<file path="src/rtl/relu3_reader.sv">
// Read-side sequencer: sweeps the ReLU3 activation buffer and streams each entry with its index.
// Optional build macro RELU3_READER_ZERO_SKIP_EN drops zero entries (the final entry is always sent).
module relu3_reader #(
    parameter int NUM_ENTRIES = 64,
    parameter int ADDR_WIDTH  = 16,
    parameter int DATA_WIDTH  = 32
) (
    input  logic                         clk,
    input  logic                         reset,
    input  logic                         start,
    output logic [ADDR_WIDTH-1:0]        mem_read_addr,
    input  logic signed [DATA_WIDTH-1:0] mem_read_data,
    output logic                         out_valid,
    input  logic                         out_ready,
    output logic signed [DATA_WIDTH-1:0] out_data,
    output logic [ADDR_WIDTH-1:0]        out_index,
    output logic                         out_last,
    output logic                         busy,
    output logic                         done
);

    // state | meaning
    // IDLE  | waiting for start, address parked at 0
    // RUN   | walking addresses, loading the output register when it is free
    // DRAIN | last beat loaded, waiting for it to be accepted
    // DONE  | one-cycle done pulse, then back to IDLE
    typedef enum logic [1:0] {
        IDLE  = 2'd0,
        RUN   = 2'd1,
        DRAIN = 2'd2,
        DONE  = 2'd3
    } state_t;

    localparam logic [ADDR_WIDTH-1:0] LAST_ADDR = ADDR_WIDTH'(NUM_ENTRIES - 1);

    state_t                state;
    logic [ADDR_WIDTH-1:0] addr;
    logic                  out_free;
    logic                  skip;

    assign mem_read_addr = addr;
    assign out_free      = !out_valid || out_ready;

`ifdef RELU3_READER_ZERO_SKIP_EN
    assign skip = (mem_read_data == '0) && (addr != LAST_ADDR);
`else
    assign skip = 1'b0;
`endif

    always_ff @(posedge clk) begin
        if (reset) begin
            state     <= IDLE;
            addr      <= '0;
            out_valid <= 1'b0;
            out_data  <= '0;
            out_index <= '0;
            out_last  <= 1'b0;
            busy      <= 1'b0;
            done      <= 1'b0;
        end else begin
            case (state)
                IDLE: begin
                    done <= 1'b0;
                    if (start) begin
                        state <= RUN;
                        addr  <= '0;
                        busy  <= 1'b1;
                    end
                end
                RUN: begin
                    if (skip) begin
                        // skipped entry advances the sweep but may still retire a pending beat
                        addr <= addr + 1'b1;
                        if (out_valid && out_ready) begin
                            out_valid <= 1'b0;
                        end
                    end else if (out_free) begin
                        out_valid <= 1'b1;
                        out_data  <= mem_read_data;
                        out_index <= addr;
                        if (addr == LAST_ADDR) begin
                            out_last <= 1'b1;
                            state    <= DRAIN;
                        end else begin
                            addr <= addr + 1'b1;
                        end
                    end
                end
                DRAIN: begin
                    if (out_valid && out_ready) begin
                        out_valid <= 1'b0;
                        out_last  <= 1'b0;
                        addr      <= '0;
                        done      <= 1'b1;
                        state     <= DONE;
                    end
                end
                DONE: begin
                    done  <= 1'b0;
                    busy  <= 1'b0;
                    state <= IDLE;
                end
                default: begin
                    state <= IDLE;
                end
            endcase
        end
    end

endmodule
</file>
<file path="config.mk">
export PLATFORM = sky130hd
export DESIGN_NAME = relu3_reader
export DESIGN_NICKNAME = d
export VERILOG_FILES = /design/src/rtl/relu3_reader.sv
export SDC_FILE = /design/constraint.sdc
export NUM_CORES = 1
export LEC_CHECK = 0
export ABC_CLOCK_PERIOD_IN_PS = 2200
export CAP_MARGIN = 0
export CORE_MARGIN = 5
export CORE_UTILIZATION = 30
export CTS_CLUSTER_DIAMETER = 100
export DETAILED_ROUTE_END_ITERATION = 7
export PLACE_DENSITY = 0.67
export SYNTH_ARGS = -nofsm -noshare
export SYNTH_HDL_FRONTEND = slang
export SYNTH_SLANG_ARGS = --single-unit
</file>
<file path="constraint.sdc">
create_clock -name clk -period 2.2 [get_ports clk]
set_input_delay 0.22 -clock clk [delete_from_list [all_inputs] [get_ports clk]]
set_output_delay 0.22 -clock clk [all_outputs]
set_load 0.02 [all_outputs]
</file>
Word level (Yosys, flattened, before mapping)
Cells that the tools add are included.

Input bits: 36. Output and inout port bits: 68. Logic and storage cells: 54. Register bits after elaboration: 70.

Reduce and logical (&&, ||, !) cells: 16. Add/sub/neg operators: 1. Equal/unequal tests: 9. Muxes and demuxes: 20.

Operators with widths (number): 16-bit two-way mux (4); 16-bit case mux with 3 select lines (1); 16-bit by 1-bit adder with 16-bit output (second input constant) (1); 16-bit by 6-bit equality test with 1-bit output (second input constant) (1); 2-bit inequality test (second input constant) (5); 2-bit two-way mux (4); 1-bit case mux with 2 select lines (4); 2-bit case mux with 4 select lines (1); 4-bit AND reduction (2); 1-bit two-way mux (6); 2-bit AND reduction (3); 2-bit nonzero test (3); 5-bit AND reduction (1); 2-bit equality test (second input constant) (2); 3-bit AND reduction (1); 3-bit nonzero test (1); 2-bit by 1-bit equality test with 1-bit output (second input constant) (1); 2-bit logical NOT (1); 2-bit OR reduction (1); 1-bit logical AND (1); 1-bit logical NOT (1); 1-bit logical OR (1).

Logic depth before layout (Yosys ltp)
Word-level depth: 4. Depth in mapped cells: 8. Depth with buffers taken out: 6.

Worst setup path before layout
OpenSTA, ideal clock, no wires.

Path kind: register to register. Start point: reg addr[7], in the netlist mem_read_addr[7]. End point: reg addr[2], in the netlist mem_read_addr[2]. Buffers on the path: 3. Clock period less this slack: 2154 ps. Data required time: 2126 ps. Slack: 46 ps. Data arrival time: 2080 ps. Cell stages (with the launch flop): 8. Setup time: 74 ps. Cell sequence: dfxtp_1 buf_2 or4_4 or4_4 buf_6 buf_6 a21o_1 a31oi_1.

Cells in the longest elaborated chain, start to end: 3.

RTL lines: start: declaration (line 37) `logic [ADDR_WIDTH-1:0] addr;`; start signal: assignment (line 73) `addr <= addr + 1'b1;`; start signal: assignment (line 85) `addr <= addr + 1'b1;`; 16-bit by 6-bit equality test with 1-bit output (line 81) `if (addr == LAST_ADDR) begin`; 2-bit inequality test (no line); 5-bit AND reduction (no line).

Every way passes these cells. A chain may end at the register's enable or synchronous reset.

Final worst setup path
Start point: reg addr[11], in the netlist mem_read_addr[11]. End point: reg addr[14], in the netlist mem_read_addr[14].

Cells in the longest elaborated chain, start to end: 4. Elaborated cells on any way between the ends: 7. Classes of those cells: 1 x add/sub; 2 x eq/ne; 3 x mux; 1 x reduce/logical.

RTL lines: 16-bit by 1-bit adder with 16-bit output (line 85); 16-bit two-way mux (line 81); 16-bit two-way mux (line 77) `end else if (out_free) begin`; 16-bit case mux with 3 select lines (line 61) `case (state)`.

Parallel ways exist; a longest one is shown, timed or not. The select of a mux whose other input is x is not followed.

==> flow_summary.yaml <==
detailed_routing:
  drt_iter0_drc: 264
  drcViolationCount: 0
  route.vias.total: 3106
  ant_nets: 0
  first_pass_iters: 4
  totalWireLength_um: 9070
  wire_per_inst_um: 14.5
  viasPerCell: 4.96
worst_hold_path:
  min_from: "reset"
  min_path_cells: 3
  worstHoldPathType: "primary input to flip-flop"
  hold_end: "mem_read_addr[9]"
sta:
  finalSetupViolCount: 0
  setup_ws_ns: 0.156
  report.final.hold_viol_count: 0
  relSlewSlack_pct: 59.4
  rsz0062_at_grt: "false"
  period_share_pct: 92.9
  setup-tns-final_ns: 0
  period_minus_slack_ns: 2.04
  clock-skew-final_ns: 0.0126
  maxSlewViolCount: 0
  tightest_slew_ns: 0.609
  max_freq_mhz: 489
  holdWs_ns: 0.278
worst_setup_path:
  ff2ff_path_depth: 4
  cp_max_fo: 13
  worstPathRequired_ns: 2.39
  critical_path_class: "flip-flop to flip-flop"
  path_buf_inv: 0
  path_cells: "or4_4, or4_4, nand2_2, o221ai_1"
  timing.rr.start: "mem_read_addr[11]"
  worstPathArrival_ns: 2.24
  crit_top_cell: "or4_4"
  worstSetupEndpointType: "flip-flop"
  r2r_slack_ns: 0.16
  start_kind: "flip-flop"
  r2r-end: "mem_read_addr[14]"
  path_delay_family: "simple AND/OR/NAND/NOR gates"
  crit_path_max_incr_delay_ns: 0.67
  crit_path_top_delay_cell: "or4_4"
yosys:
  syn_area_um2: 3000
  synth.distinct_cells: 49
  synthCells: 372
  synth_edf_count: 0
  synth_warnings: 0
  syn_nets: 413
  synthFlopType: "dfxtp_1"
  async_flop_share_pct: 0
  ys_ff_latch: 70
  yosysSeqAreaShare_pct: 46.7
  syn_area_per_cell_um2: 8.07
cells_and_area:
  nets: 530
  final_util_pct: 46.1
  antenna_cells: 0
  multiInputGateArea_um2: 1480
  fillers: 950
  regArea_um2: 1400
  final_layout_size_suffix_gt1_share_pct: 11.0
  syn_to_final_growth_pct: 50.3
  layout_common_cells: "nand2_1, clkdlybuf4s50_1, dfxtp_1, a21oi_1, buf_4"
  final_common_cell: "nand2_1"
placement:
  place_hpwl_um: 6550
  place_ws_ns: 0.0652
  gp_congestion: 0.867
  numPortBuffers: 103
power_and_ir_drop:
  fin_total_pwr_mw: 4.10
  power_leakage_nw: 1.58
  max-vdd-ir-drop_mv: 0.458
  powerDensity_nw_per_um2: 909
cts:
  numCtsBuffers: 9
  clock_latency_ns: 0.34
  post_cts.repair.setup_buffers: 0
  ctsHoldBuffers: 0
  ctsHtreeMaxLevel: 3
  clkSinkCount: 70
  path_clk_slew_ns: 0.07
  root_buffer: "clkbuf_8"
  cts_tree: "done"
  clock_path_buffers: 2
  cts_resized: 0
global_route:
  grt_use_total_pct: 15.0
  grt_pass1_wl_um: 14500
  met1_usage_pct: 19.5
  top_usage_layer: "met2"
  grt_start_max_net_pins: 58
  gr-usage-met2_pct: 24.0
  gr-total-overflow: 0
  antenna_found_initial: 0
  grt_pass1_vias: 3012
  gr-usage-met3_pct: 3.90
die:
  die_h_um: 110
  core_area_um2: 9770
  die_w_um: 110
  num_rows: 36
  die-area_um2: 12100
  io_pins: 104
  initial_core_util_pct: 30.7
status:
  status: "complete, no violations"
job:
  cap_violations: 0
-- worst max-delay path by stage --
stage	start	endpoint	slack, ns	depth (start not counted)
2_1_floorplan	mem_read_addr[7]	mem_read_addr[2]	0.05	7
3_3_place_gp	mem_read_addr[11]	mem_read_addr[11]	0.08	4
3_5_place_dp	mem_read_addr[11]	mem_read_addr[11]	0.07	4
4_1_cts	mem_read_addr[11]	mem_read_addr[11]	0.05	4
5_1_grt	state[1]	mem_read_addr[10]	0.01	6
6_report	mem_read_addr[11]	mem_read_addr[14]	0.16	4
-- per-stage QoR --
stage | std cells | area [um^2]
after floorplan | 372 | 3000
after global placement | 611 | 4290
after detailed placement | 611 | 4290
after CTS | 626 | 4490
after global routing | 626 | 4510
final | 626 | 4510
-- cell families (layout without fill, tap and decap cells) --
family / Yosys count / in the layout / share of synthesized area [%]
AO/OA/AOI/OAI: 92 / 92 / 18.8
XOR/XNOR: 1 / 1 / 0.292
adder cells (fa/ha/maj): 5 / 5 / 2.09
buffers and inverters: 34 / 155 / 4.80
flip-flops: 70 / 70 / 46.7
multiplexers: 3 / 3 / 1.00
AND/OR/NAND/NOR: 167 / 167 / 26.3
-- synthesized netlist by cell type (all sizes together), types with 2 or more instances --
cell | instances | share of area [%]
nor4 | 4 | 0.83
clkbuf | 19 | 2.4
a41oi | 3 | 0.88
mux2i | 3 | 1.0
dfxtp | 70 | 47
o41ai | 2 | 0.58
nor2 | 4 | 0.50
or4 | 5 | 1.6
buf | 6 | 1.3
nand3 | 8 | 1.3
and4 | 2 | 0.58
nand2 | 110 | 14
a211oi | 2 | 0.50
o21bai | 2 | 0.50
and2 | 3 | 0.63
ha | 5 | 2.1
o32ai | 2 | 0.58
nand4 | 11 | 2.3
o22ai | 2 | 0.42
nand2b | 7 | 1.5
a31oi | 6 | 1.3
o221ai | 2 | 0.58
and3 | 4 | 0.83
or3 | 2 | 0.42
inv | 9 | 1.1
o31ai | 2 | 0.50
o211ai | 2 | 0.50
o21ai | 5 | 0.83
a21oi | 53 | 8.8
-- tightest hold or removal path, stage by stage --
cell	delay, ns
buf_2	0.12
inv_1	0.09
o221a_2	0.13
-- registers in the layout (all words and copies together) (netlist names) --
signal,count
mem_read_addr,16
busy,1
out_valid,1
done,1
out_index,16
state,2
out_last,1
out_data,32
-- metal layers --
metal / wire (um) / part of all wire [%] / vias up
met5: 0 / 0 / -
met4: 155 / 1.7 / 0
met3: 701 / 7.7 / 15
met2: 4220 / 47 / 97
met1: 3990 / 44 / 1455
li1: - / - / 1539
-- cell type report --
type                       count  share of cell area (%)
multi-input combinational    268                    32.7
sequential                    70                    31.1
timing repair buffer         131                    27.4
tap                          133                    3.69
clock buffer                  10                    3.05
clock inverter                 5                    1.30
inverter                       9                   0.749
-- where the power goes --
group	internal, mW	switching [mW]	total [mW]	leakage, nW
Sequential	1.43	0.0922	1.52	0.568
Combinational	0.636	0.920	1.56	0.919
Clock	0.550	0.474	1.02	0.0948
(Power assumes the default switching activity.)
